==> src/rtl/baud_gen_os.sv <==
// baud_gen_os
//   Oversampling UART baud enable generator. A fractional accumulator
//   divides the system clock by a fixed-point divisor and produces:
//     os_tick  - one pulse per oversample period (receiver sampling)
//     mid_tick - one pulse at the mid-bit sample point
//     bit_tick - one pulse per bit boundary (transmitter)
//   The divisor comes from one of five presets or from a runtime custom
//   value. It is clamped to a minimum of two clock cycles per oversample
//   tick. It is only swapped at a bit boundary, on sync, while disabled
//   or in reset, so a rate change never distorts a bit in flight.
//
// Ports
//   clk        in   system clock
//   rst        in   synchronous active-high reset
//   en         in   count enable; counters hold and ticks are 0 while low
//   BC         in   rate select: 0..4 -> P0..P4, 5..7 -> custom_div
//   custom_div in   runtime divisor, Q(DIV_W-FRAC_W).FRAC_W
//   sync       in   phase restart (accumulator and oversample count cleared)
//   os_tick    out  one-cycle oversample pulse
//   mid_tick   out  one-cycle mid-bit pulse
//   bit_tick   out  one-cycle bit-boundary pulse
//   active_div out  divisor currently in effect

module baud_gen_os #(
  parameter int unsigned FRAC_W     = 4,
  parameter int unsigned DIV_W      = 16,
  parameter int unsigned OVERSAMPLE = 16,
  parameter int unsigned P0         = 434,
  parameter int unsigned P1         = 217,
  parameter int unsigned P2         = 109,
  parameter int unsigned P3         = 72,
  parameter int unsigned P4         = 36
) (
  input  logic             clk,
  input  logic             rst,
  input  logic             en,
  input  logic [2:0]       BC,
  input  logic [DIV_W-1:0] custom_div,
  input  logic             sync,
  output logic             os_tick,
  output logic             mid_tick,
  output logic             bit_tick,
  output logic [DIV_W-1:0] active_div
);

  // Reject parameter sets the counters cannot represent.
  if (((OVERSAMPLE % 2) != 0) || (OVERSAMPLE < 4) || (DIV_W <= FRAC_W + 1)) begin : g_param_check
    $error("baud_gen_os: OVERSAMPLE must be even and >= 4, and DIV_W > FRAC_W+1");
  end

  localparam int unsigned CNT_W = $clog2(OVERSAMPLE);

  // Smallest legal divisor: two clock cycles per oversample tick.
  localparam logic [DIV_W-1:0] MIN_DIV = DIV_W'(2 ** (FRAC_W + 1));
  // One clock cycle expressed in divisor units.
  localparam logic [DIV_W:0]   STEP    = (DIV_W + 1)'(2 ** FRAC_W);

  localparam logic [CNT_W-1:0] CNT_LAST = CNT_W'(OVERSAMPLE - 1);
  localparam logic [CNT_W-1:0] CNT_HALF = CNT_W'(OVERSAMPLE / 2 - 1);

  logic [DIV_W-1:0] sel_div;
  logic [DIV_W-1:0] pending_div;
  logic [DIV_W:0]   acc;
  logic [DIV_W:0]   sum;
  logic [CNT_W-1:0] os_cnt;
  logic             os_event;
  logic             cnt_wrap;
  logic             cnt_mid;

  // Rate selection.
  always_comb begin
    sel_div = custom_div;
    case (BC)
      3'd0:    sel_div = DIV_W'(P0);
      3'd1:    sel_div = DIV_W'(P1);
      3'd2:    sel_div = DIV_W'(P2);
      3'd3:    sel_div = DIV_W'(P3);
      3'd4:    sel_div = DIV_W'(P4);
      default: sel_div = custom_div;
    endcase
  end

  always_comb begin
    pending_div = sel_div;
    if (sel_div < MIN_DIV) begin
      pending_div = MIN_DIV;
    end
  end

  // acc stays below the largest divisor seen, so acc + STEP always fits
  // in DIV_W+1 bits.
  always_comb begin
    sum      = acc + STEP;
    os_event = (sum >= {1'b0, active_div});
    cnt_wrap = (os_cnt == CNT_LAST);
    cnt_mid  = (os_cnt == CNT_HALF);
  end

  always_ff @(posedge clk) begin
    if (rst) begin
      acc        <= '0;
      os_cnt     <= '0;
      os_tick    <= 1'b0;
      mid_tick   <= 1'b0;
      bit_tick   <= 1'b0;
      active_div <= pending_div;
    end else if (sync || !en) begin
      // Idle or restarting: safe point to take a new divisor. Only sync
      // discards phase; a plain disable keeps it for a seamless resume.
      if (sync) begin
        acc    <= '0;
        os_cnt <= '0;
      end
      os_tick    <= 1'b0;
      mid_tick   <= 1'b0;
      bit_tick   <= 1'b0;
      active_div <= pending_div;
    end else if (os_event) begin
      acc      <= sum - {1'b0, active_div};
      os_cnt   <= cnt_wrap ? '0 : os_cnt + 1'b1;
      os_tick  <= 1'b1;
      mid_tick <= cnt_mid;
      bit_tick <= cnt_wrap;
      if (cnt_wrap) begin
        active_div <= pending_div;
      end
    end else begin
      acc      <= sum;
      os_tick  <= 1'b0;
      mid_tick <= 1'b0;
      bit_tick <= 1'b0;
    end
  end

endmodule

==> config.mk <==
export PLATFORM = sky130hd
export DESIGN_NAME = baud_gen_os
export DESIGN_NICKNAME = d
export VERILOG_FILES = /design/src/rtl/baud_gen_os.sv
export SDC_FILE = /design/constraint.sdc
export NUM_CORES = 1
export LEC_CHECK = 0
export CAP_MARGIN = 20
export CORE_MARGIN = 3
export CORE_UTILIZATION = 25
export CTS_CLUSTER_DIAMETER = 200
export CTS_CLUSTER_SIZE = 8
export DETAILED_ROUTE_END_ITERATION = 7
export DONT_BUFFER_PORTS = 1
export GPL_TIMING_DRIVEN = 0
export PLACE_DENSITY = 0.39
export SYNTH_ARGS = -nofsm -noshare
export SYNTH_HDL_FRONTEND = slang
export SYNTH_SLANG_ARGS = --single-unit
==> constraint.sdc <==
create_clock -name clk -period 4.33 [get_ports clk]
set_input_delay 0.6495 -clock clk [delete_from_list [all_inputs] [get_ports clk]]
set_output_delay 0.6495 -clock clk [all_outputs]
set_load 0.01 [all_outputs]
-- Word level (Yosys, flattened, before mapping)
Cells that the tools add are included.
W data, S select, Z words.
- output and inout port bits: 19
- logic and storage cells: 43
- bits in registers: 40
- input port bits: 23
- reductions and logical operators: 10
- multiplexer cells: 14
- bitwise operators: 1
- add/subtract/negate cells: 3
- equality and inequality tests: 7
- order comparisons: 2
- operator list (kind ; count):
    $mux W16 ; 5
    $pmux W16 S5 ; 1
    $mux W17 ; 3
    $add A17 B5 Y17 const B ; 1
    $ge A17 B16 Y1 ; 1
    $sub A17 B16 Y17 ; 1
    $lt A16 B6 Y1 const B ; 1
    $mux W4 ; 4
    $eq A3 B2 Y1 const B ; 2
    $reduce_bool A3 Y1 ; 2
    $add A4 B1 Y4 const B ; 1
    $eq A4 B3 Y1 const B ; 1
    $eq A4 B4 Y1 const B ; 1
    $reduce_and A2 Y1 ; 2
    $eq A3 B1 Y1 const B ; 1
    $eq A3 B3 Y1 const B ; 1
    $logic_not A3 Y1 ; 1
    $reduce_or A3 Y1 ; 1
    $ne A2 B2 Y1 const B ; 1
    $reduce_bool A2 Y1 ; 1
    $reduce_or A2 Y1 ; 1
    $logic_not A1 Y1 ; 1
    $logic_or A1 B1 Y1 ; 1
    $mux W1 ; 1
    $not A1 Y1 ; 1

-- Longest topological paths before layout
Gate-level depths: netlist of the first run.
- depth in word-level cells: 8
- mapped depth: 14
- mapped depth without buffers: 12

-- Worst setup path before layout of the first run
No wires, ideal clock.
- path type: reg2reg
- start: register acc[4]
- end: register active_div[0] (enable)
- arrival: 3704 ps
- stages on the path, launching flop included: 12
- path buffers: 1
- period minus slack after synthesis: 4115 ps
- setup time: 411 ps
- setup slack: 215 ps
- required time: 3919 ps
- path through: dfxtp_1 > ha_1 > and3_4 > nand4_1 > xnor2_1 > ha_1 > nand3_2 > or3_4 > a211oi_4 > nor2_1 > clkbuf_1 > o21ai_0
- cells in the longest elaborated chain, start to end: 4
- RTL lines (what ; RTL line ; RTL):
    start: declaration ; 63 ; logic [DIV_W:0] acc;
    start signal: assignment ; 119 ; acc <= sum - {1'b0, active_div};
    start signal: assignment ; 128 ; acc <= sum;
    $add A17 B5 Y17 ; 93 ; sum = acc + STEP;
    $ge A17 B16 Y1 ; 94 ; os_event = (sum >= {1'b0, active_div});
    $reduce_bool A3 Y1 (no source line) ; - ;
    $reduce_and A2 Y1 (no source line) ; - ;
    end signal: assignment ; 106 ; active_div <= pending_div;
    end signal: assignment ; 117 ; active_div <= pending_div;
    end signal: assignment ; 125 ; active_div <= pending_div;
    end: declaration ; 43 ; output logic [DIV_W-1:0] active_div
No other way between the ends.
A chain may end at the register's enable or synchronous reset.

-- Final worst setup path of the first run
- start: register acc[4]
- end: register active_div[4] (enable)
The elaborated chain is that of the path after synthesis.

==> load_flow_metrics.sql, run 1 <==
INSERT INTO impl_metrics (metric_group, metric, value, unit) VALUES
('routing', 'vias', '2295', ''),
('place', 'port_buffers', '0', ''),
('global_route', 'global_route.overflow_total', '0', ''),
('worst_setup_path', 'worst_path_max_delay_cell', 'o21ai_4', ''),
('synthesis', 'synth_largest_area_cell', 'dfxtp_1', ''),
('routing', 'drcViolationCount', '0', ''),
('place', 'final_hpwl_dp', '5820', 'um'),
('timing', 'slew_viol_final', '0', ''),
('place', 'place_congestion', '0.766', ''),
('power', 'clockPowerShare', '0.369', ''),
('synthesis', 'ys_async_sr_fraction', '0', ''),
('die', 'dieArea', '0.0126', 'mm^2'),
('die', 'fp-row-count', '38', ''),
('synthesis', 'synth_enable_flop_cells', '16', ''),
('final_layout', 'multi_input_comb_area', '0.00170', 'mm^2'),
('power', 'sw_frac_of_total', '0.297', ''),
('place', 'worst_setup_slack_before_clock_tree_synthesis', '0.151', 'ns'),
('synthesis', 'synthesis.yosys.warnings', '0', ''),
('clocking', 'cts.clk_slew.worst_paths', '0.06', 'ns'),
('timing', 'slew_headroom', '0.542', ''),
('power', 'finalPower', '1090', 'uW'),
('final_layout', 'number_of_inserted_filler_cells_in_the_final_layout', '1205', ''),
('final_layout', 'area.growth.synth_to_final', '12.3', '%'),
('clocking', 'clock_tree.buffer_depth', '2', ''),
('die', 'die-height', '112', 'um'),
('routing', 'postRouteWirelength', '7400', 'um'),
('power', 'power_density', '344', 'mW/mm^2'),
('die', 'die_width', '112', 'um'),
('synthesis', 'area_share_of_the_largest_cell_type_after_synthesis', '0.170', ''),
('power', 'power_leakage', '0.00124', 'uW'),
('synthesis', 'post_synth_inst_count', '320', ''),
('timing', 'period_share', '0.916', ''),
('timing', 'setup_violations', '0', ''),
('global_route', 'number_of_antenna_violations_at_the_first_check_in_global_routing', '0', ''),
('routing', 'detail-route-antenna-nets', '0', ''),
('final_layout', 'register_cell_area_after_layout', '961', 'um^2'),
('routing', 'drt_first_iter_violations', '69', ''),
('routing', 'wl_per_cell', '15.8', 'um'),
('power', 'total_switching_power', '323', 'uW'),
('power', 'vdd_drop_max', '0.000159', 'V'),
('status', 'outcome', 'completed', ''),
('synthesis', 'synth_nets', '362', ''),
('worst_setup_path', 'crit_top_cell', 'ha_1', ''),
('final_layout', 'post-route-util', '0.289', ''),
('worst_setup_path', 'crit_path_start_kind', 'flop', ''),
('synthesis', 'netlist_area_before_placement', '0.00282', 'mm^2'),
('worst_setup_path', 'worstPathCellList', 'ha_1, and3_4, nand4_1, xnor2_1, ha_1, nand3_2, or3_4, a211oi_4, nor2_1, clkbuf_1, o21ai_4', ''),
('global_route', 'grt_max_degree', '17', ''),
('synthesis', 'synth_seq_cells', '40', ''),
('timing', 'unrepaired_setup_endpoints_after_global_routing', 'false', ''),
('power', 'seq_power_share', '0.402', ''),
('worst_setup_path', 'cp_data_required_time', '4.25', 'ns'),
('timing', 'max_freq', '252', 'MHz'),
('final_layout', 'fin_nets', '369', ''),
('synthesis', 'synth-main-ff-cell', 'dfxtp_1', ''),
('routing', 'post_drt_via_cell_ratio', '4.90', ''),
('timing', 'period_needed', '3.97', 'ns'),
('die', 'initial_cell_density_of_the_core', '0.258', ''),
('clocking', 'holdBufCountCts', '0', ''),
('timing', 'fin_skew', '0.00763', 'ns'),
('worst_setup_path', 'cpPeakStageDelay', '0.57', 'ns'),
('clocking', 'cts-htree-levels', '2', ''),
('worst_setup_path', 'critPathArrivalTime', '3.88', 'ns'),
('clocking', 'postCtsSetupBuffers', '0', ''),
('final_layout', 'drive_above_1_share', '0.101', ''),
('clocking', 'cts_tree', 'done', ''),
('global_route', 'grt_pass1_vias', '2279', ''),
('timing', 'final_hold_viol_count', '0', ''),
('synthesis', 'synthesis.area_per_instance', '8.81', 'um^2'),
('synthesis', 'synth_top_cells_by_count', '27 x inv_1, 25 x a21oi_1, 24 x dfxtp_1', ''),
('routing', 'number_of_detailed_routing_iterations_run_before_antenna_repair', '6', '');
[registers in the layout (all words and copies together) (netlist names)]
name	flops
acc	17
active_div	16
bit_tick	1
mid_tick	1
os_cnt	4
os_tick	1
[power by group through the flow]
stage	Clock (uW)	Combinational (uW)	Sequential, uW
after detailed placement	0	251	447
after global placement	0	252	447
after CTS	412	253	439
final	402	250	438
after global routing	427	282	441
after floorplan	0	198	440
[cells in the final DEF, fill, tap and decap left out, types with 2 or more instances in the layout]
cell type and n:
nor4b_1 2, ha_1 18, clkbuf_1 6, a21o_1 5
nor2b_1 5, mux2i_1 3, and3_1 6, o21bai_1 2
a21oi_2 3, inv_1 27, a221oi_1 2, xnor2_1 16
a21o_2 2, nor4_1 2, nor2_1 22, or2_2 4
a211oi_1 4, o21ai_2 2, nand3_1 15, nand2_1 17
o21ai_1 3, xor2_1 7, o21a_1 6, a31oi_1 8
and2_1 7, edfxtp_1 16, dfxtp_1 24, o21ai_0 15
a21oi_1 25, o31ai_1 4, clkbuf_16 6, nand4_1 5
nor3_1 7
[stage by stage]
| stage | cells | setup TNS [ns] | cell area (um^2) | hold WS (ns) |
|---|---|---|---|---|
| after floorplan | 320 | 0 | 2820 | 0.445 |
| after global placement | 460 | -16.06 | 2990 | 0.479 |
| final | 468 | 0 | 3160 | 0.493 |
| after detailed placement | 460 | 0 | 3000 | 0.488 |
| after CTS | 468 | 0 | 3160 | 0.497 |
| after global routing | 468 | 0 | 3160 | 0.513 |
[critical path, delay by kind of cell, from the launching register on]
| kind | cells | cell delay [ns] |
|---|---|---|
| xor gates and xnor gates | 1 | 0.20 |
| AOI/OAI and AO/OA | 2 | 0.97 |
| buffers and inverters | 1 | 0.31 |
| adders and majority gates | 2 | 0.69 |
| and+or+nand+nor | 5 | 1.01 |
| DFF | 1 | 0.38 |
[area by class of cell]
cell class / count / share of cell area
Multi-Input combinational cell: 244 / 0.537
Inverter: 27 / 0.0320
Clock buffer: 7 / 0.0486
Buffer: 9 / 0.0214
Sequential cell: 40 / 0.304
Clock inverter: 1 / 0.00158
Tap cell: 140 / 0.0554
[path summary, 6_finish.rpt]
path / startpoint / end / slack [ns] / cells after the start
worst min-delay path: acc[3]$_SDFFE_PP0P_ / acc[3]$_SDFFE_PP0P_ / 0.49 / 2
worst min register to register: acc[3]$_SDFFE_PP0P_ / acc[3]$_SDFFE_PP0P_ / 0.49 / 2
worst max-delay path: acc[4]$_SDFFE_PP0P_ / active_div[4]$_SDFFCE_PN0P_ / 0.36 / 11
worst max register to register: acc[4]$_SDFFE_PP0P_ / active_div[4]$_SDFFCE_PN0P_ / 0.36 / 11
[kinds of logic (layout without fill, tap and decap cells)]
kind of cell / after synthesis / count (layout) / share of synthesized area
adder cells (fa/ha/maj): 19 / 19 / 0.0870
flip-flops: 40 / 40 / 0.341
buffers and inverters: 36 / 44 / 0.0599
AND/OR/NAND/NOR: 103 / 103 / 0.196
XOR/XNOR: 24 / 24 / 0.0772
multiplexers: 4 / 4 / 0.0146
AO/OA/AOI/OAI: 94 / 94 / 0.224
[metal layers]
| metal | routed length, um | track usage | up-vias |
|---|---|---|---|
| met5 | 0 | 0 | - |
| li1 | - | - | 1170 |
| met1 | 3500 | 0.158 | 1062 |
| met3 | 515 | 0.0318 | 5 |
| met4 | 86 | 0.0296 | 0 |
| met2 | 3300 | 0.185 | 58 |
No activity file was read; power rests on OpenSTA's default activity.
==> run 2: changes to the inputs <==
CAP_MARGIN = unset   (was 20)
==> results of run 2 <==
Same layout as run 1: the final DEF is identical, and so are final timing and power.
